<file path="src/rtl/adc_conv_sequencer.sv">
// ADC conversion sequencer: power-up delay, paced CONVST pulses,
// EOC wait with timeout, delayed DB capture and overrun/timeout flags.
module adc_conv_sequencer #(
  parameter int PWRUP_CYCLES  = 10000,
  parameter int SAMPLE_PERIOD = 100,
  parameter int CONVST_LOW    = 5,
  parameter int CAPTURE_DLY   = 6,
  parameter int EOC_TIMEOUT   = 200
) (
  input  logic        clk_100M,
  input  logic        Reset,
  input  logic        enable,
  input  logic        EOC_18,
  input  logic [7:0]  DB_in,
  output logic        PD_in,
  output logic        CONVST_in,
  output logic [7:0]  sample_data,
  output logic        sample_valid,
  output logic        busy,
  output logic        overrun,
  output logic        timeout_err,
  output logic [15:0] sample_count
);

  typedef enum logic [2:0] {
    S_OFF,
    S_PWRUP,
    S_IDLE,
    S_CONV,
    S_WAIT,
    S_READ
  } state_e;

  localparam int CM0 =
    PWRUP_CYCLES > EOC_TIMEOUT ? PWRUP_CYCLES : EOC_TIMEOUT;
  localparam int CM1 =
    CONVST_LOW > CAPTURE_DLY ? CONVST_LOW : CAPTURE_DLY;
  localparam int CMAX = CM0 > CM1 ? CM0 : CM1;
  localparam int CW = $clog2(CMAX + 1);
  localparam int PW = $clog2(SAMPLE_PERIOD);

  localparam logic [CW-1:0] PWR_LAST  = CW'(PWRUP_CYCLES - 1);
  localparam logic [CW-1:0] CONV_LAST = CW'(CONVST_LOW - 1);
  localparam logic [CW-1:0] TO_LAST   = CW'(EOC_TIMEOUT - 1);
  localparam logic [CW-1:0] CAP_LAST  = CW'(CAPTURE_DLY - 1);
  localparam logic [PW-1:0] PER_LAST  = PW'(SAMPLE_PERIOD - 1);

  state_e        state_q, state_d;
  logic [CW-1:0] cnt_q, cnt_d;
  logic [PW-1:0] per_q, per_d;
  logic [7:0]    data_q, data_d;
  logic          valid_q, valid_d;
  logic          ovr_q, ovr_d;
  logic          tmo_q, tmo_d;
  logic [15:0]   count_q, count_d;
  logic          eoc_m_q, eoc_s_q, eoc_s_d1_q;
  logic          eoc_fall;
  logic          busy_w;

  // EOC is asynchronous; idle-high reset keeps a false fall from firing
  always_ff @(posedge clk_100M or negedge Reset) begin
    if (!Reset) begin
      eoc_m_q    <= 1'b1;
      eoc_s_q    <= 1'b1;
      eoc_s_d1_q <= 1'b1;
    end else begin
      eoc_m_q    <= EOC_18;
      eoc_s_q    <= eoc_m_q;
      eoc_s_d1_q <= eoc_s_q;
    end
  end

  assign eoc_fall = eoc_s_d1_q & ~eoc_s_q;
  assign busy_w   = (state_q == S_CONV) ||
                    (state_q == S_WAIT) ||
                    (state_q == S_READ);

  always_comb begin
    state_d = state_q;
    cnt_d   = cnt_q;
    per_d   = per_q;
    data_d  = data_q;
    valid_d = 1'b0;
    ovr_d   = ovr_q;
    tmo_d   = tmo_q;
    count_d = count_q;
    // period keeps running through a conversion; pinned at expiry
    if (busy_w) begin
      if (per_q == PER_LAST) ovr_d = 1'b1;
      else                   per_d = per_q + 1'b1;
    end
    unique case (state_q)
      S_OFF: begin
        if (enable) begin
          state_d = S_PWRUP;
          cnt_d   = '0;
        end
      end
      S_PWRUP: begin
        if (!enable) begin
          state_d = S_OFF;
        end else if (cnt_q == PWR_LAST) begin
          state_d = S_IDLE;
          cnt_d   = '0;
          per_d   = '0;
        end else begin
          cnt_d = cnt_q + 1'b1;
        end
      end
      S_IDLE: begin
        if (!enable) begin
          state_d = S_OFF;
        end else if (per_q == PER_LAST) begin
          state_d = S_CONV;
          cnt_d   = '0;
          per_d   = '0;
        end else begin
          per_d = per_q + 1'b1;
        end
      end
      S_CONV: begin
        if (cnt_q == CONV_LAST) begin
          state_d = S_WAIT;
          cnt_d   = '0;
        end else begin
          cnt_d = cnt_q + 1'b1;
        end
      end
      S_WAIT: begin
        if (eoc_fall) begin
          state_d = S_READ;
          cnt_d   = '0;
        end else if (cnt_q == TO_LAST) begin
          state_d = S_IDLE;
          tmo_d   = 1'b1;
        end else begin
          cnt_d = cnt_q + 1'b1;
        end
      end
      S_READ: begin
        if (cnt_q == CAP_LAST) begin
          data_d  = DB_in;
          valid_d = 1'b1;
          count_d = count_q + 16'd1;
          state_d = enable ? S_IDLE : S_OFF;
        end else begin
          cnt_d = cnt_q + 1'b1;
        end
      end
      default: state_d = S_OFF;
    endcase
  end

  always_ff @(posedge clk_100M or negedge Reset) begin
    if (!Reset) begin
      state_q <= S_OFF;
      cnt_q   <= '0;
      per_q   <= '0;
      data_q  <= '0;
      valid_q <= 1'b0;
      ovr_q   <= 1'b0;
      tmo_q   <= 1'b0;
      count_q <= '0;
    end else begin
      state_q <= state_d;
      cnt_q   <= cnt_d;
      per_q   <= per_d;
      data_q  <= data_d;
      valid_q <= valid_d;
      ovr_q   <= ovr_d;
      tmo_q   <= tmo_d;
      count_q <= count_d;
    end
  end

  assign PD_in        = (state_q != S_OFF);
  assign CONVST_in    = (state_q != S_CONV);
  assign sample_data  = data_q;
  assign sample_valid = valid_q;
  assign busy         = busy_w;
  assign overrun      = ovr_q;
  assign timeout_err  = tmo_q;
  assign sample_count = count_q;

endmodule

</file>
<file path="config.mk">
export PLATFORM = sky130hd
export DESIGN_NAME = adc_conv_sequencer
export DESIGN_NICKNAME = d
export VERILOG_FILES = /design/src/rtl/adc_conv_sequencer.sv
export SDC_FILE = /design/constraint.sdc
export NUM_CORES = 1
export LEC_CHECK = 0
export ABC_AREA = 1
export CAP_MARGIN = 40
export CELL_PAD_IN_SITES_DETAIL_PLACEMENT = 1
export CELL_PAD_IN_SITES_GLOBAL_PLACEMENT = 2
export CORE_ASPECT_RATIO = 2
export CORE_MARGIN = 4
export CORE_UTILIZATION = 31
export DETAILED_ROUTE_END_ITERATION = 12
export GPL_ROUTABILITY_DRIVEN = 0
export PLACE_DENSITY_LB_ADDON = 0.3
export SLEW_MARGIN = 5
export SYNTH_ARGS = -nofsm -noshare
export SYNTH_HDL_FRONTEND = slang
export SYNTH_SLANG_ARGS = --single-unit
</file>
<file path="constraint.sdc">
create_clock -name clk_100M -period 2.1 [get_ports clk_100M]
set_clock_uncertainty 0.1 [all_clocks]
set_input_delay 0.525 -clock clk_100M [delete_from_list [all_inputs] [get_ports clk_100M]]
set_output_delay 0.525 -clock clk_100M [all_outputs]
set_load 0.005 [all_outputs]
</file>
Word-level counts from Yosys, hierarchy flattened
Index checks and enable logic that the tools add are counted.
{"block": "word_totals", "regBits": 54, "latch_bits": 0, "mem_bits_rw": 0, "romBits": 0, "input_bits": 12, "output_inout_bits": 30, "word_cells": 79, "mem_count": 0}
{"block": "op_classes", "n_addsub": 3, "n_mul": 0, "n_div": 0, "n_lt_le_gt_ge": 0, "n_eq_ne": 22, "shift": 0, "n_mux": 30, "n_bitwise": 3, "n_reduce_logical": 10}
{"operator": "$mux W14", "count": 9}
{"operator": "$pmux W14 S6", "count": 1}
{"operator": "$mux W7", "count": 6}
{"operator": "$eq A14 B3 Y1 const B", "count": 2}
{"operator": "$mux W3", "count": 9}
{"operator": "$pmux W3 S6", "count": 1}
{"operator": "$add A16 B1 Y16 const B", "count": 1}
{"operator": "$add A14 B1 Y14 const B", "count": 1}
{"operator": "$eq A14 B14 Y1 const B", "count": 1}
{"operator": "$eq A14 B8 Y1 const B", "count": 1}
{"operator": "$pmux W7 S2", "count": 1}
{"operator": "$ne A2 B2 Y1 const B", "count": 5}
{"operator": "$ne A3 B3 Y1 const B", "count": 3}
{"operator": "$add A7 B1 Y7 const B", "count": 1}
{"operator": "$eq A7 B7 Y1 const B", "count": 1}
{"operator": "$reduce_and A7 Y1", "count": 1}
{"operator": "$eq A3 B2 Y1 const B", "count": 2}
{"operator": "$eq A3 B3 Y1 const B", "count": 2}
{"operator": "$ne A3 B2 Y1 const B", "count": 2}
{"operator": "$reduce_and A6 Y1", "count": 1}
{"operator": "$reduce_bool A6 Y1", "count": 1}
{"operator": "$ne A2 B1 Y1 const B", "count": 2}
{"operator": "$reduce_and A2 Y1", "count": 2}
{"operator": "$eq A3 B1 Y1 const B", "count": 1}
{"operator": "other kinds (8)", "count": 11}

Logic depth before layout (Yosys ltp)
{"block": "logic_depth", "word_depth": 7, "ltp_mapped": 12}

Worst setup path before layout
Ideal clock, no wire load.
{"block": "synth_timing", "path_type": "register to output", "from": "register state_q[0]", "to": "output busy", "arrival_time_ns": 1.129, "slack_ns": 0.346, "path_stages_with_launch": 7, "n_path_buf": 2, "cell_sequence": "dfrtp_1 > buf_4 > inv_1 > nor2_2 > nor3_4 > inv_2 > buf_2"}
{"block": "synth_between", "elab_chain_len": 3}
{"element": "from (decl)", "line": "48", "source": "state_e state_q, state_d;"}
{"element": "from (signal assigned)", "line": "165", "source": "state_q <= state_d;"}
{"element": "$eq A3 B2 Y1 or $eq A3 B3 Y1 (tied branches)", "line": "74, 75"}
{"element": "$logic_or A1 B1 Y1", "line": "74", "source": "assign busy_w = (state_q == S_CONV) ||"}
{"element": "$logic_or A1 B1 Y1 (*)", "line": "75", "source": "(state_q == S_WAIT) ||"}
{"element": "to (decl)", "line": "19", "source": "output logic busy,"}
Every way passes the cells marked *; elsewhere a longest branch is shown, timed or not.

Worst setup path after layout
{"block": "layout_timing", "from": "register state_q[0]", "to": "output PD_in"}
{"block": "layout_between", "elab_chain_len": 1}
{"element": "$reduce_bool A3 Y1", "line": "176", "source": "assign PD_in = (state_q != S_OFF);"}
{"element": "to (decl)", "line": "15", "source": "output logic PD_in,"}
Every way passes these cells.

==> results by group <==
Hold path
  – Hold crit path type: in -> async

Worst setup path
  – CP Class: reg -> out
  – Worst Setup SP: state_q[0]
  – CP max FO: 4
  – R2R depth: 11
  – CP Depth: 4
  – Worst Path Required: 1.47 ns
  – CP top delay family: buffers and inverters
  – Buf/Inv on CP: 2
  – Flop-to-flop setup slack: 0.17 ns
  – End of the worst register-to-register path: cnt_q[1]
  – Crit path largest cell delay: 0.44 ns
  – R2R Path Start: cnt_q[1]
  – Worst setup path end: PD_in
  – CP Capture Type: output port
  – Critical path arrival: 1.40 ns
  – Slowest CP cell: dfrtp_1
  – Worst path cell trace: buf_4, nor2_4, nand2_1, dlygate4sd2_1
  – Critical Path Source Type: register

Clock tree
  – CTS tree: done
  – Longest Clk Path Bufs: 2
  – Worst-Skew Late Latency: 0.30 ns
  – CTS root buffer: clkbuf_16
  – H-tree levels: 2
  – Hold-fix buffers, CTS: 0
  – # clock sinks: 54
  – Clk slew on worst S/H paths: 0.07 ns
  – Total CTS buffers: 5

Synthesis
  – Fraction of registers with async set/reset: 100%
  – Syn Nets: 433
  – Largest family of logic cells by synthesized area: simple AND/OR/NAND/NOR gates
  – Post-synth top area cell: dfrtp_1
  – Simple-Gate Fraction of Synth Area: 35.0%
  – Most frequent cells after synthesis: nand2_1 (138), dfrtp_1 (51), inv_1 (50), nand3_1 (43), nor2_1 (38)
  – Synth warn: 0
  – Post-synth EDFFs: 0
  – Synth Instances: 415
  – Mean post-synth cell area: 7.40 um^2
  – Post-Synth XOR/XNOR Area: 4.85%
  – Synth top area cells: dfrtp_1 (42%), nand2_1 (17%), nand3_1 (7.0%)
  – Most common cell in the synthesized netlist: nand2_1
  – Synth Area in Compound Gates: 5.29%
  – Post-Synth Adder-Cell Area: 2.44%
  – Cell Area, Synth: 3070 um^2
  – Multiplexer area fraction after synthesis: 0%
  – Unique masters post-synth: 31
  – Seq/Total Area, Yosys: 44.1%
  – Seq cells post-synth: 54
  – Synth top area share: 41.5%
  – Main synth FF type: dfrtp_1

Job
  – Max cap viols: 0

Placed design
  – Port bufs: 41
  – Dpl hpwl: 7.08 mm
  – Placed Cells: 613

Floorplan
  – Die ar.: 11700 um^2
  – Core region area: 9700 um^2
  – Die X: 78.4 um
  – I/O pins: 42
  – Initial Util: 31.7%
  – Die height: 149 um
  – Row Count: 51

Layout
  – Area grow syn2layout: 33.0%
  – Final #Nets: 512
  – Reg area: 1360 um^2
  – Area of the multi-input gates: 1500 um^2
  – Fillers: 1210
  – Layout cells sized above 1: 15.4%
  – Finished Layout Cells: 627
  – Diodes inserted: 0

Drt
  – Via density: 4.68
  – ANT nets after route: 0
  – DRT Pass-1 Iters: 4
  – Post-Route WL: 8.98 mm
  – Detailed Route Iter0 Violations: 100
  – Vias: 2934
  – WL/cell: 14.3 um
  – DRC Markers: 0

GRT
  – Initial antenna violation count: 0
  – Total global-route track usage: 16.8%
  – First-pass GRT wire length: 15.4 mm
  – Number of global-route vias before repair: 3196
  – Largest net degree at the start of global routing: 55
  – GRT overflow: 0

Pwr
  – Peak supply drop: 0.467 mV
  – Power, Total: 4.15 mW
  – Leakage power: 2.03 nW
  – Cell Pwr Density: 1020 nW/um^2

Timing
  – Slew Limit Fails: 0
  – Setup violations, final: 0
  – Final period util: 96.6%
  – RSZ-0062 raised after global routing: yes
  – Final Hold Vio Count: 0
  – Slew @ Worst Pin: 0.411 ns
  – Slew margin rel.: 72.3%
  – F_max: 0.493 GHz
  – Post-layout min period: 2.03 ns
  – Hold_ws: 0.113 ns

Status
  – Outcome: finished, final reports clean
==> worst reg2reg max path, stage by stage (launching register included) <==
cell     delay [ns]
dfrtp_1        0.42
inv_1          0.12
ha_1           0.16
nand3_1        0.09
nor2_2         0.16
nand3_4        0.14
nand2_1        0.15
nor2_4         0.06
buf_4          0.15
buf_4          0.13
nand3_1        0.06
o21ai_1        0.07
==> through the flow <==
step	instance area (um^2)	util (%)	setup slack [ns]	TNS, ns
6_report	4090	42.1	0.0716	0
5_1_grt	4090	42.1	-0.00634	-0.00634
4_1_cts	4060	41.8	-0.00153	-0.00153
3_5_place_dp	3850	39.7	-0.0903	-0.676
3_3_place_gp	3850	39.7	-0.0661	-0.443
2_1_floorplan	3070	-	0.346	0
==> how the worst min path moves through the flow <==
| stage | endpoint | startpoint | depth (start not counted) |
|---|---|---|---|
| after floorplan | cnt_q[0] | Reset | 0 |
| after global placement | eoc_s_q | eoc_m_q | 0 |
| after detailed placement | eoc_s_q | eoc_m_q | 0 |
| after CTS | per_q[3] | Reset | 2 |
| after global routing | per_q[3] | Reset | 2 |
| final | per_q[3] | Reset | 2 |
==> state kept, by name, summed over array words and instances, names as in the netlist <==
name	count
eoc_m_q	1
sample_count	16
timeout_err	1
overrun	1
per_q	7
cnt_q	14
sample_valid	1
eoc_s_q	1
sample_data	8
state_q	3
eoc_s_d1_q	1
==> power breakdown <==
group          switching [mW]  internal (mW)
Clock                   0.413          0.456
Combinational            1.11          0.829
Sequential              0.153           1.19
==> logic make-up (layout without fill, tap and decap cells) <==
kind of cell,after synthesis,after routing
simple gates,247,247
buf+inv,63,143
flops,54,54
fa+ha+maj,6,6
compound gates,28,28
xor+xnor,17,17
==> layout by cell type, fill, tap and decap left out, types with 2 or more instances in the layout <==
| cell | netlist | layout |
|---|---|---|
| clkbuf_16 | 0 | 5 |
| nor2_1 | 38 | 37 |
| nor3_1 | 6 | 6 |
| clkdlybuf4s50_1 | 0 | 37 |
| nor2_2 | 5 | 4 |
| inv_1 | 50 | 49 |
| dfrtp_2 | 0 | 3 |
| dfstp_2 | 3 | 3 |
| dfrtp_1 | 51 | 48 |
| dlygate4sd2_1 | 0 | 2 |
| o211ai_1 | 7 | 7 |
| o21ai_0 | 7 | 7 |
| nand2_1 | 138 | 137 |
| nand2_2 | 2 | 2 |
| xor2_1 | 11 | 11 |
| nor2_4 | 2 | 4 |
| xnor2_1 | 6 | 6 |
| nand4_1 | 8 | 8 |
| clkinv_4 | 0 | 2 |
| buf_4 | 2 | 36 |
| ha_1 | 6 | 5 |
| a21oi_1 | 3 | 3 |
| nand3_1 | 43 | 42 |
| o21ai_1 | 8 | 8 |
| inv_2 | 6 | 7 |
==> metal layers <==
layer / vias to the layer above / global-route usage [%] / share of wire [%]
met4: 0 / 6.13 / 2.4
met3: 13 / 2.24 / 2.3
met5: - / 0 / 0
met2: 34 / 34.0 / 60
met1: 1429 / 16.7 / 35
li1: 1458 / - / -
==> area by class of cell <==
| cell class | instances | area share, % |
|---|---|---|
| timing repair buffer | 79 | 17.1 |
| multi-input combinational | 298 | 36.7 |
| sequential | 54 | 33.2 |
| tap | 132 | 4.04 |
| inverter | 56 | 5.14 |
| clock inverter | 3 | 0.704 |
| clock buffer | 5 | 3.06 |
==> timing repair <==
action,4_1_cts,5_1_grt
pin swaps,1,3
setup endpoints to repair,3,28
endpoints found under the hold margin,0,0
setup buffers,4,2
resized for setup,12,6
(Power assumes the default switching activity.)
==> RTL edit, RTL diff (same settings) <==
Change the parameter `EOC_TIMEOUT` from 200 to 300.
--- a/src/rtl/adc_conv_sequencer.sv
+++ b/src/rtl/adc_conv_sequencer.sv
@@ -5,7 +5,7 @@
   parameter int SAMPLE_PERIOD = 100,
   parameter int CONVST_LOW    = 5,
   parameter int CAPTURE_DLY   = 6,
-  parameter int EOC_TIMEOUT   = 200
+  parameter int EOC_TIMEOUT   = 300
 ) (
   input  logic        clk_100M,
   input  logic        Reset,
Behaviour: same outputs for any inputs over 10 cycles, from zero or initial values and one cycle with Reset low; that may be too few to reach the edited logic, so the function may still have changed.
==> RTL edit against the original RTL <==
Sequential cell count stayed put. Register-to-register slack better by 20 ps. Worst setup slack better by 14 ps. Power shrank 5.8%. Worst hold slack lost 3.2 ps. Clock power is 1% higher. Routed wire length increased by 3.3%. Cell area down 1.2%. Synthesized area down 0.77%. Critical path type unchanged. Largest power group unchanged.
==> RTL edit: results (changes against the original RTL) <==
Outcome
  – Run status: completed (unchanged)

Timing
  – Hold WS: 110 ps (was 113 ps)
  – Max_slew headroom: 79.6% (was 72.3%)
  – Final worst slack: 85.2 ps (was 71.6 ps)

Global routing
  – First-pass GRT wire length: 16200 µm (was 15400 µm)
  – Met1 Track Usage GR: 16.9% (was 16.7%)
  – Vias in the first global route: 3327 (was 3196)
  – Met3 usage: 2.85% (was 2.24%)
  – GRT met2 Usage: 35.7% (was 34.0%)
  – Gr usage total: 17.8% (was 16.8%)

Logic synthesis
  – Synth Net Count: 431 (was 433)
  – Post-Syn Instances: 413 (was 415)
  – Sequential element share of the synthesized area: 44.4% (was 44.1%)
  – Post-synthesis cell type count: 29 (was 31)
  – Synth cell count leaders: nand2_1 (141), dfrtp_1 (51), inv_1 (50), nor2_1 (45), nand3_1 (43) (was nand2_1 (138), dfrtp_1 (51), inv_1 (50), nand3_1 (43), nor2_1 (38))

Final layout
  – Nonclk buf count: 72 (was 79)
  – Final #Nets: 505 (was 512)
  – #MultiIn Comb: 299 (was 298)
  – Fill count: 1236 (was 1210)
  – Sequential cell area: 1360 µm² (about the same)
  – Fraction of layout cells with a size suffix above 1: 13.5% (was 15.4%)
  – Non-clock buffer share of cell area: 16.3% (was 17.1%)
  – Multi-input combinational area share: 37.2% (was 36.7%)
  – Clock-cell share: 3.69% (was 3.76%)
  – Logic inverters: 55 (was 56)

Placement
  – Pre-CTS setup slack: -41.4 ps (was -90.3 ps)
  – DP Wirelength: 7260 µm (was 7080 µm)
  – DP Cell Count: 607 (was 613)
  – DP Area: 3810 µm² (was 3850 µm²)

Critical path
  – End of the critical path: busy (was PD_in)
  – Flop-to-flop setup slack: 190 ps (was 170 ps)
  – R2R Path End: cnt_q[6]$_DFFE_PN0P_ (was cnt_q[1]$_DFFE_PN0P_)
  – Worst r2r src: state_q[2]$_DFFE_PN0P_ (was cnt_q[1]$_DFFE_PN0P_)

Routing
  – Vias: 2929 (was 2934)
  – Initial DRC count: 93 (was 100)
  – Average wire per standard cell: 15.0 µm (was 14.3 µm)

Power
  – P_leak: 2.05 nW (was 2.03 nW)
  – Pwr Density: 968 nW/µm² (was 1020 nW/µm²)
  – Internal: 0.00234 W (was 0.00248 W)
  – Combinational cell fraction of total power: 43.2% (was 46.6%)
  – Peak supply drop: 0.540 mV (was 0.467 mV)

Clock tree
  – Post-CTS Resized: 4 (was 12)
  – Post-CTS setup buffers: 5 (was 4)

Worst hold path
  – Hold crit path type: input port to async pin (unchanged)
-- RTL edit: cell count changes in the layout (fill, tap and decap cells not counted), sizes merged, moves of 3 or more --
cell	before	now
o21ai	15	8
buf	39	32
nor2	45	50
nand2	140	143
nand3b	1	4
-- RTL edit: logic make-up after synthesis --
family	count (synthesis)	share of synthesized area, %
flip-flops	54	44.4
XOR/XNOR	17	4.88
AO/OA/AOI/OAI	20	4.06
adder cells (fa/ha/maj)	6	2.46
buffers and inverters	60	7.71
AND/OR/NAND/NOR	256	36.4
-- RTL edit: layer usage --
metal	vias to the layer above	share of wire (%)
met2	43	59
met3	13	2.6
met5	-	0
li1	1441	-
met1	1432	35
met4	0	3.5
-- RTL edit: worst max-delay path, cell delays in order, from the launching register on --
cell	delay, ps
dfrtp_2	460
buf_4	160
nand2_2	100
nand2_1	100
dlygate4sd2_1	270
